## src/rtl/pc_fetch_unit_if.sv

```systemverilog
// Fetch-unit bus: next-PC controls from the control/ALU path and the
// resulting PC/adder outputs towards instruction memory.
interface pc_fetch_unit_if #(
  parameter int ADDR_WIDTH = 16
);
  logic                  en;
  logic [1:0]            pc_src;
  logic [31:0]           imm;
  logic [31:0]           jr_target;
  logic [ADDR_WIDTH-1:0] pc;
  logic [ADDR_WIDTH-1:0] pc_plus4;
  logic [ADDR_WIDTH-1:0] pc_target;
  logic                  misaligned;

  // Control side: drives the select/operands, observes the PC.
  modport master (
    output en, pc_src, imm, jr_target,
    input  pc, pc_plus4, pc_target, misaligned
  );

  // Fetch unit side.
  modport slave (
    input  en, pc_src, imm, jr_target,
    output pc, pc_plus4, pc_target, misaligned
  );
endinterface

```

## src/rtl/pc_fetch_unit.sv

```systemverilog
// Program-counter register with sequential / branch / jump-register next-PC
// selection. The only state is the PC; every other output is combinational.
module pc_fetch_unit #(
  parameter int                    ADDR_WIDTH   = 16,
  parameter logic [ADDR_WIDTH-1:0] RESET_VECTOR = '0,
  parameter int                    INCREMENT    = 4
) (
  input logic             clk,
  input logic             rst,
  pc_fetch_unit_if.slave  bus
);

  localparam logic [ADDR_WIDTH-1:0] STEP = ADDR_WIDTH'(INCREMENT);

  logic [ADDR_WIDTH-1:0] pc_reg;
  logic [ADDR_WIDTH-1:0] pc_next;
  logic [ADDR_WIDTH-1:0] plus4;
  logic [ADDR_WIDTH-1:0] target;
  logic [ADDR_WIDTH-1:0] raw_next;

  // Both adders are modulo 2^ADDR_WIDTH; a negative imm works through
  // truncation of its two's-complement value.
  assign plus4  = pc_reg + STEP;
  assign target = pc_reg + bus.imm[ADDR_WIDTH-1:0];

  // Candidate next PC before alignment. The JALR rule (clear bit 0) is
  // subsumed by the two-bit alignment mask below, so jr_target is taken raw
  // here and its low bits still feed the misaligned flag.
  always_comb begin
    raw_next = plus4;
    case (bus.pc_src)
      2'b01:   raw_next = target;
      2'b10:   raw_next = bus.jr_target[ADDR_WIDTH-1:0];
      default: raw_next = plus4;  // 00 sequential, 11 reserved -> sequential
    endcase
  end

  // Force word alignment: bits [1:0] cleared, upper bits pass through.
  generate
    for (genvar gi = 0; gi < ADDR_WIDTH; gi++) begin : g_align
      if (gi < 2) begin : g_low
        assign pc_next[gi] = 1'b0;
      end else begin : g_pass
        assign pc_next[gi] = raw_next[gi];
      end
    end
  endgenerate

  // Operand bits above the address width play no part in fetch addressing.
  generate
    if (ADDR_WIDTH < 32) begin : g_hi_bits
      logic unused_hi;
      assign unused_hi = ^{bus.imm[31:ADDR_WIDTH], bus.jr_target[31:ADDR_WIDTH]};
    end
  endgenerate

  // PC register: reset wins immediately; en=0 stalls regardless of pc_src.
  always_ff @(posedge clk or posedge rst) begin
    if (rst) begin
      pc_reg <= RESET_VECTOR;
    end else if (bus.en) begin
      pc_reg <= pc_next;
    end
  end

  assign bus.pc         = pc_reg;
  assign bus.pc_plus4   = plus4;
  assign bus.pc_target  = target;
  assign bus.misaligned = |raw_next[1:0];

endmodule

```

## src/flat_wrapper.sv

```systemverilog
// flat-port wrapper written by rule: the top's interface ports become plain ports
module pc_fetch_unit_flat 
#(
  parameter int                    ADDR_WIDTH   = 16,
  parameter logic [ADDR_WIDTH-1:0] RESET_VECTOR = '0,
  parameter int                    INCREMENT    = 4
)
  (clk, rst, bus_en, bus_pc_src, bus_imm, bus_jr_target, bus_pc, bus_pc_plus4, bus_pc_target, bus_misaligned);
  pc_fetch_unit_if #(.ADDR_WIDTH(ADDR_WIDTH)) bus_i ();
  input logic clk;
  input logic rst;
  input wire logic [$bits(bus_i.en)-1:0] bus_en;
  input wire logic [$bits(bus_i.pc_src)-1:0] bus_pc_src;
  input wire logic [$bits(bus_i.imm)-1:0] bus_imm;
  input wire logic [$bits(bus_i.jr_target)-1:0] bus_jr_target;
  output wire logic [$bits(bus_i.pc)-1:0] bus_pc;
  output wire logic [$bits(bus_i.pc_plus4)-1:0] bus_pc_plus4;
  output wire logic [$bits(bus_i.pc_target)-1:0] bus_pc_target;
  output wire logic [$bits(bus_i.misaligned)-1:0] bus_misaligned;
  assign bus_i.en = bus_en;
  assign bus_i.pc_src = bus_pc_src;
  assign bus_i.imm = bus_imm;
  assign bus_i.jr_target = bus_jr_target;
  assign bus_pc = bus_i.pc;
  assign bus_pc_plus4 = bus_i.pc_plus4;
  assign bus_pc_target = bus_i.pc_target;
  assign bus_misaligned = bus_i.misaligned;
  pc_fetch_unit #(.ADDR_WIDTH(ADDR_WIDTH), .RESET_VECTOR(RESET_VECTOR), .INCREMENT(INCREMENT)) u_core (.clk(clk), .rst(rst), .bus(bus_i));
endmodule
```

## config.mk

```make
export PLATFORM = sky130hd
export DESIGN_NAME = pc_fetch_unit_flat
export DESIGN_NICKNAME = d
export VERILOG_FILES = /design/src/rtl/pc_fetch_unit_if.sv /design/src/rtl/pc_fetch_unit.sv /design/src/flat_wrapper.sv
export SDC_FILE = /design/constraint.sdc
export NUM_CORES = 1
export LEC_CHECK = 0
export BUFFER_PORTS_ARGS = -buffer_cell sky130_fd_sc_hd__buf_2
export CAP_MARGIN = 20
export CORE_MARGIN = 4
export CORE_UTILIZATION = 40
export CTS_CLUSTER_SIZE = 16
export DETAILED_ROUTE_END_ITERATION = 16
export PLACE_DENSITY = 0.83
export RECOVER_POWER = 50
export SETUP_SLACK_MARGIN = 0.4
export SLEW_MARGIN = 20
export SYNTH_ARGS = -nofsm -noshare
export SYNTH_HDL_FRONTEND = slang
export SYNTH_SLANG_ARGS = --single-unit
export TNS_END_PERCENT = 100
```

## constraint.sdc

```tcl
create_clock -name clk -period 2.3 [get_ports clk]
set_clock_uncertainty 0.2 [all_clocks]
set_input_delay 0.23 -clock clk [delete_from_list [all_inputs] [get_ports clk]]
set_output_delay 0.23 -clock clk [all_outputs]
set_load 0.05 [all_outputs]
```

==> results.md, run 1 <==
- The dominant register cell in the synthesized netlist is sky130_fd_sc_hd__dfrtp_1.
- The total CTS buffers is 3.
- The I/O pin count is about 120.
- The tree is rooted in a sky130_fd_sc_hd__clkbuf_8.
- The number of buffers between clock root and the deepest sink is 2.
- After floorplanning, the core was divided into 24 placement rows.
- The synthesized design spends more area on one cell type than any other, namely sky130_fd_sc_hd__dfrtp_1.
- Once detailed placement completed, the half-perimeter wirelength came to approximately 6 mm.
- The maximum number of pins on one net before global-route repair is 23.
- The proportion of synthesized chip area in sequential cells is between 10% and 20%.
- The number of clock sinks is 14.
- The quantity of I/O buffers inserted on ports is between 80 and 90.
- Summing every instance area after synthesis gives about 1900 um^2.
- The share of Yosys cell area claimed by the top area cell type is 18.2%.
- The run stopped with a tool error.
- The worst endpoint kind after the last repair is an output port.
- The last worst endpoint in the global-route repair_timing is bus_pc_target[15].
- In this run the number of H-tree levels came out at 1.
- The initial antenna violation count is 0.
- The count of different cell masters after synthesis is between 60 and 70.
- The tool reported: "[ERROR DPL-0033] detailed placement checks failed during check placement".
- The horizontal die dimension is between 70 and 80 um.
- The total cell area at the placement stage is roughly 3400 um^2.
- The stage at which the flow ended is 5_1_grt.
- The starting density of the core is 42.8%.
- Counting flops with a built-in enable in the synthesized netlist gives 0.
- A synthesized cell averages roughly 8.3 um^2.
- The height of the die is between 70 and 80 um.
- The number of warnings reported in the yosys synthesis log is 0.
- Counting every instance in the synthesized netlist gives approximately 230.
- The share of async-settable or async-resettable flops after synthesis is 100%.
- By area the synthesized netlist is led by sky130_fd_sc_hd__dfrtp_1 18%, sky130_fd_sc_hd__ha_1 10%, sky130_fd_sc_hd__xnor2_1 7.7%.
- Synthesis inferred 14 register bits.
- The congestion estimate from routability-driven global placement came to 0.939.
- The worst slack after detailed placement is -0.207 ns.
-- repair_timing --
action | CTS
hold endpoints to repair | 14
pin swaps | 49
hold buffers | 1
setup buffers | 22
endpoints found under the setup margin | 37
resized for setup | 105
-- cell families after synthesis --
kind of cell	after synthesis	share of synthesized area, %
muxes	2	1.04
and+or+nand+nor	63	19.2
other	1	0.195
xor gates and xnor gates	24	10.9
DFF	14	18.2
adders and majority gates	17	11.4
buffers and inverters	30	8.71
AOI/OAI and AO/OA	81	30.3
-- cells in the mapped netlist (all sizes together), types with 2 or more instances --
library cell,instances
a21o,5
o22a,2
inv,14
ha,16
and4,2
nand3,10
and2,2
o21a,3
nand4,4
or3,3
xor2,7
dfrtp,14
nand3b,2
clkbuf,6
mux2i,2
o2bb2ai,3
a21oi,20
o22ai,4
o21ai,14
a221oi,6
xnor2,17
nor2,12
a22oi,3
nor3,4
a31oi,6
nand2,18
buf,9
nor2b,2
-- stage by stage --
stage | cells | utilization [%]
floorplan | 235 | -
global placement | 409 | 75.7
detailed placement | 409 | 75.7
CTS | 436 | 89.6
==> run 2, diff against run 1 <==
--- a/config.mk
+++ b/config.mk
@@ -9,11 +9,9 @@
 export CAP_MARGIN = 20
 export CORE_MARGIN = 4
 export CORE_UTILIZATION = 40
-export CTS_CLUSTER_SIZE = 16
 export DETAILED_ROUTE_END_ITERATION = 16
-export PLACE_DENSITY = 0.83
+export PLACE_DENSITY_LB_ADDON = 0.15
 export RECOVER_POWER = 50
-export SETUP_SLACK_MARGIN = 0.4
 export SLEW_MARGIN = 20
 export SYNTH_ARGS = -nofsm -noshare
 export SYNTH_HDL_FRONTEND = slang
==> constraint.sdc (replaced) <==
create_clock -name clk -period 3 [get_ports clk]
set_clock_uncertainty 0.2 [all_clocks]
set_input_delay 0.3 -clock clk [delete_from_list [all_inputs] [get_ports clk]]
set_output_delay 0.3 -clock clk [all_outputs]
set_load 0.05 [all_outputs]
==> results.md, run 2 <==
- The dominant register cell in the synthesized netlist is sky130_fd_sc_hd__dfrtp_1.
- Setup repair after global routing left no endpoint under its margin.
- The clock transition at the registers of the reported paths is 0.07 ns.
- Fill cells in the final layout number between 400 and 500.
- The total CTS buffers is 3 (unchanged).
- The slack of the critical path is approximately 0.075 ns.
- In the final timing run, aggregate negative setup slack is 0 ns.
- The number of cell rows is 24 (unchanged).
- The post-layout net count is 407.
- The depth of the CTS H-tree is 1 (unchanged).
- The starting density of the core came to 42.8% (unchanged).
- The first-pass detailed-route iteration total is 4.
- The number of global-route vias before repair is 2083.
- The number of buffers between clock root and the deepest sink came to 2 (unchanged).
- The share of Yosys cell area claimed by the top area cell type is 18.2% (unchanged).
- The number of enable flip-flop cells after synthesis came to 0 (unchanged).
- The number of warnings reported in the yosys synthesis log came to 0 (unchanged).
- The end of the worst hold path is u_core.bus.pc[9].
- The achievable frequency is 0.342 GHz.
- Dividing the detail-routed wire length by the instance count gives between 15 and 20 um.
- The startpoint identified for the worst register-to-register timing path is u_core.bus.pc[2].
- By count the netlist is led by 18 x sky130_fd_sc_hd__nand2_1, 17 x sky130_fd_sc_hd__a21oi_1, 17 x sky130_fd_sc_hd__xnor2_1, 16 x sky130_fd_sc_hd__ha_1.
- The largest stage delay on the critical path is around 0.41 ns.
- The register with the most flip-flops in the layout has 14 of them.
- The setup violation total in the final timing report is 0.
- The relative slew slack is a little under two fifths.
- The detailed-placement wirelength estimate is 4.79 mm (-19%).
- Summed over all layers, the global routing overflow is 0.
- The die area is roughly 6000 um^2.
- The I/O pin count is 118 (unchanged).
- The most common library cell in the layout ignoring fill and taps is sky130_fd_sc_hd__buf_2.
- The path type of the worst min-delay path is in2reg.
- The worst register-to-register path has a depth of 9.
- The largest fanout on the critical path is 4.
- The count of buffers added by post-CTS timing repair for setup is 0 (-100%).
- The arrival time of data at the critical path endpoint is ~2.4 ns.
- The area growth from synthesis to layout is 32.1%.
- The setup path with the least slack is of type reg2out.
- Of all cell types, the one taking the most synthesized area is sky130_fd_sc_hd__dfrtp_1.
- The proportion of synthesized chip area in sequential cells is 18.2% (unchanged).
- The most common cell in the synthesized netlist is sky130_fd_sc_hd__nand2_1.
- In this run the static leakage power is between 1 and 1.5 nW.
- In this run the most critical hold path is launched from bus_jr_target[9].
- The first global-routing pass estimated approximately 9.9 mm of wire.
- After detailed routing, the number of remaining DRC violations is 0.
- The repair_antennas step left the layout with diodes totalling 0.
- The total cell area at the placement stage is 2460 um^2 (-28%).
- The number of cells on the worst hold path is 3.
- After routing the design area is ~2500 um^2.
- TritonCTS built the clock tree.
- By area the synthesized netlist is led by sky130_fd_sc_hd__dfrtp_1 18%, sky130_fd_sc_hd__ha_1 10%, sky130_fd_sc_hd__xnor2_1 7.7%.
- The power density of the placed cells is ~950 nW/um^2.
- Traced cell by cell, the critical path runs through ha_1 -> inv_1 -> fa_1 -> nand2b_4 -> a21oi_4 -> a31oi_4 -> a31o_4 -> xnor2_4 -> buf_6.
- The clock latency at the later pin of the worst-skew pair is between 0.2 and 0.3 ns.
- The quantity of I/O buffers inserted on ports is 81 (unchanged).
- The final weighted congestion of routability-driven global placement is 0.887 (-5.6%).
- The height of the die is 77.4 um (unchanged).
- The horizontal die dimension was 77.4 um (unchanged).
- The library cells used most frequently in the layout, excluding fill and tap cells, are 57 x sky130_fd_sc_hd__buf_2, 21 x sky130_fd_sc_hd__clkbuf_1, 18 x sky130_fd_sc_hd__nand2_1.
- The initial antenna violation count is 0.
- In this run the standard cell core region covers roughly 4500 um^2.
- The cell sitting at the root of the clock tree is a sky130_fd_sc_hd__clkbuf_8.
- Once detail routing completed, the nets flagged for antenna violations numbered 0.
- The cell with the biggest individual delay on the critical path is sky130_fd_sc_hd__fa_1.
- After layout, the worst path uses 97.5% of the clock period.
- After the first detailed-routing iteration, the DRC count stood at 86.
- The startpoint type of the worst setup path is a register.
- The count of different cell masters after synthesis is 63 (unchanged).
- The synthesized netlist cell count is 232 (unchanged).
- The max-cap violation count is 0.
- The worst slack after detailed placement is 0.185 ns (+0.392 ns).
- The total global routing track utilization is between 10% and 20%.
- In the final layout, the share of cells above drive strength 1 is 32.5%.
- The hold violation count in the final report is 0.
- The reg-to-reg setup timing slack is roughly 0.45 ns.
- The detailed router placed between 2000 and 2500 vias in this run.
- The number of vias per cell after detailed routing is around 5.6.
- The mean area per synthesized cell came to 8.30 um^2 (unchanged).
- For the finished layout, the period the worst path requires is 2.93 ns.
- The share of async-settable or async-resettable flops after synthesis is 100% (unchanged).
- The count of state elements after synthesis is 14 (unchanged).
- The count of pins over their slew limit is 0.
- The number of clock sinks is 14 (unchanged).
- In this run the critical register-to-register path is captured at u_core.bus.pc[12].
- The element type at the critical path end is a primary output.
- After detailed routing, the total wire length is between 6 and 7 mm.
- The data required time at the worst endpoint is approximately 2.5 ns.
- The summed instance area of the synthesized netlist was 1930 um^2 (unchanged).
- The worst-case IR drop observed on VDD is approximately 500 uV.
- For the pin with the worst max-slew slack, the measured transition is about 0.94 ns.
- Entering global routing, the biggest net connects 23 pins.
- The flow ran to the end, and the final reports show no timing, DRC or antenna violations.
==> run 2: cell counts after synthesis <==
No cell type changed its count.
==> run 2: area by class of cell <==
class | instances | area (um^2) | share of cell area (%)
multi-input combinational | 191 | 1510 | 59.4
sequential | 14 | 352 | 13.8
timing repair buffer | 96 | 505 | 19.9
clock buffer | 4 | 55.1 | 2.16
inverter | 15 | 56.3 | 2.21
tap | 52 | 65.1 | 2.56
==> run 2: stage by stage <==
| step | util (%) | power (mW) | hold slack, ns | std cells |
|---|---|---|---|---|
| CTS | 56.2 | 2.40 | 0.139 | 372 |
| floorplan | - | 1.77 | -0.0108 | 235 |
| finish | 56.5 | 2.41 | 0.140 | 372 |
| detailed placement | 54.6 | 2.19 | 0.205 | 367 |
| global route | 56.5 | 2.54 | 0.162 | 372 |
| global placement | 54.6 | 2.18 | 0.193 | 367 |
==> run 2: timing repair <==
action	4_1_cts	5_1_grt
endpoints found under the setup margin	2	5
gates cloned	0	0
hold buffers	1	0
hold endpoints to repair	14	0
pin swaps	0	2
gates resized for setup	3	7
==> run 2: cells by family (layout without fill, tap and decap cells) <==
| family | Yosys count | after routing | synth area share [%] |
|---|---|---|---|
| AO/OA/AOI/OAI | 81 | 81 | 30.3 |
| AND/OR/NAND/NOR | 63 | 63 | 19.2 |
| buffers and inverters | 30 | 115 | 8.71 |
| XOR/XNOR | 24 | 24 | 10.9 |
| adder cells (fa/ha/maj) | 17 | 17 | 11.4 |
| flip-flops | 14 | 14 | 18.2 |
| multiplexers | 2 | 2 | 1.04 |
| other | 1 | 4 | 0.195 |
==> run 2: worst max-delay path: cells and delay by family (launching register included) <==
| kind | cells | cell delay (ns) |
|---|---|---|
| AOI/OAI and AO/OA | 3 | 0.66 |
| xor gates and xnor gates | 1 | 0.15 |
| adders and majority gates | 2 | 0.59 |
| buffers and inverters | 2 | 0.24 |
| DFF | 1 | 0.37 |
| and+or+nand+nor | 1 | 0.17 |
==> run 2: report_power, final <==
| part | leakage (nW) | switching, mW | total [mW] | internal, mW |
|---|---|---|---|---|
| Sequential | 0.169 | 0.0540 | 0.290 | 0.236 |
| Combinational | 1.00 | 1.38 | 1.93 | 0.554 |
| Clock | 0.0288 | 0.0757 | 0.192 | 0.116 |
| Total | 1.20 | 1.51 | 2.41 | 0.907 |
==> run 2: per-layer routing <==
metal | track usage (%) | wire (um) | up-vias
met5 | 0 | 0 | -
met3 | 1.97 | 289 | 4
met1 | 28.5 | 2890 | 965
met4 | 3.56 | 49 | 0
li1 | - | - | 1027
met2 | 33.1 | 2800 | 72
==> run 2: how the worst max path moves through the flow <==
| stage | endpoint | slack (ns) | from |
|---|---|---|---|
| floorplan | u_core.bus.pc[6] | -0.04 | u_core.bus.pc[3] |
| global placement | bus_pc_target[14] | 0.18 | bus_imm[2] |
| detailed placement | bus_pc_target[14] | 0.18 | bus_imm[2] |
| CTS | bus_pc_target[14] | 0.01 | u_core.bus.pc[2] |
| global route | bus_pc_target[15] | 0.004 | u_core.bus.pc[6] |
| finish | bus_pc_target[14] | 0.07 | u_core.bus.pc[2] |
(Power assumes the default switching activity.)
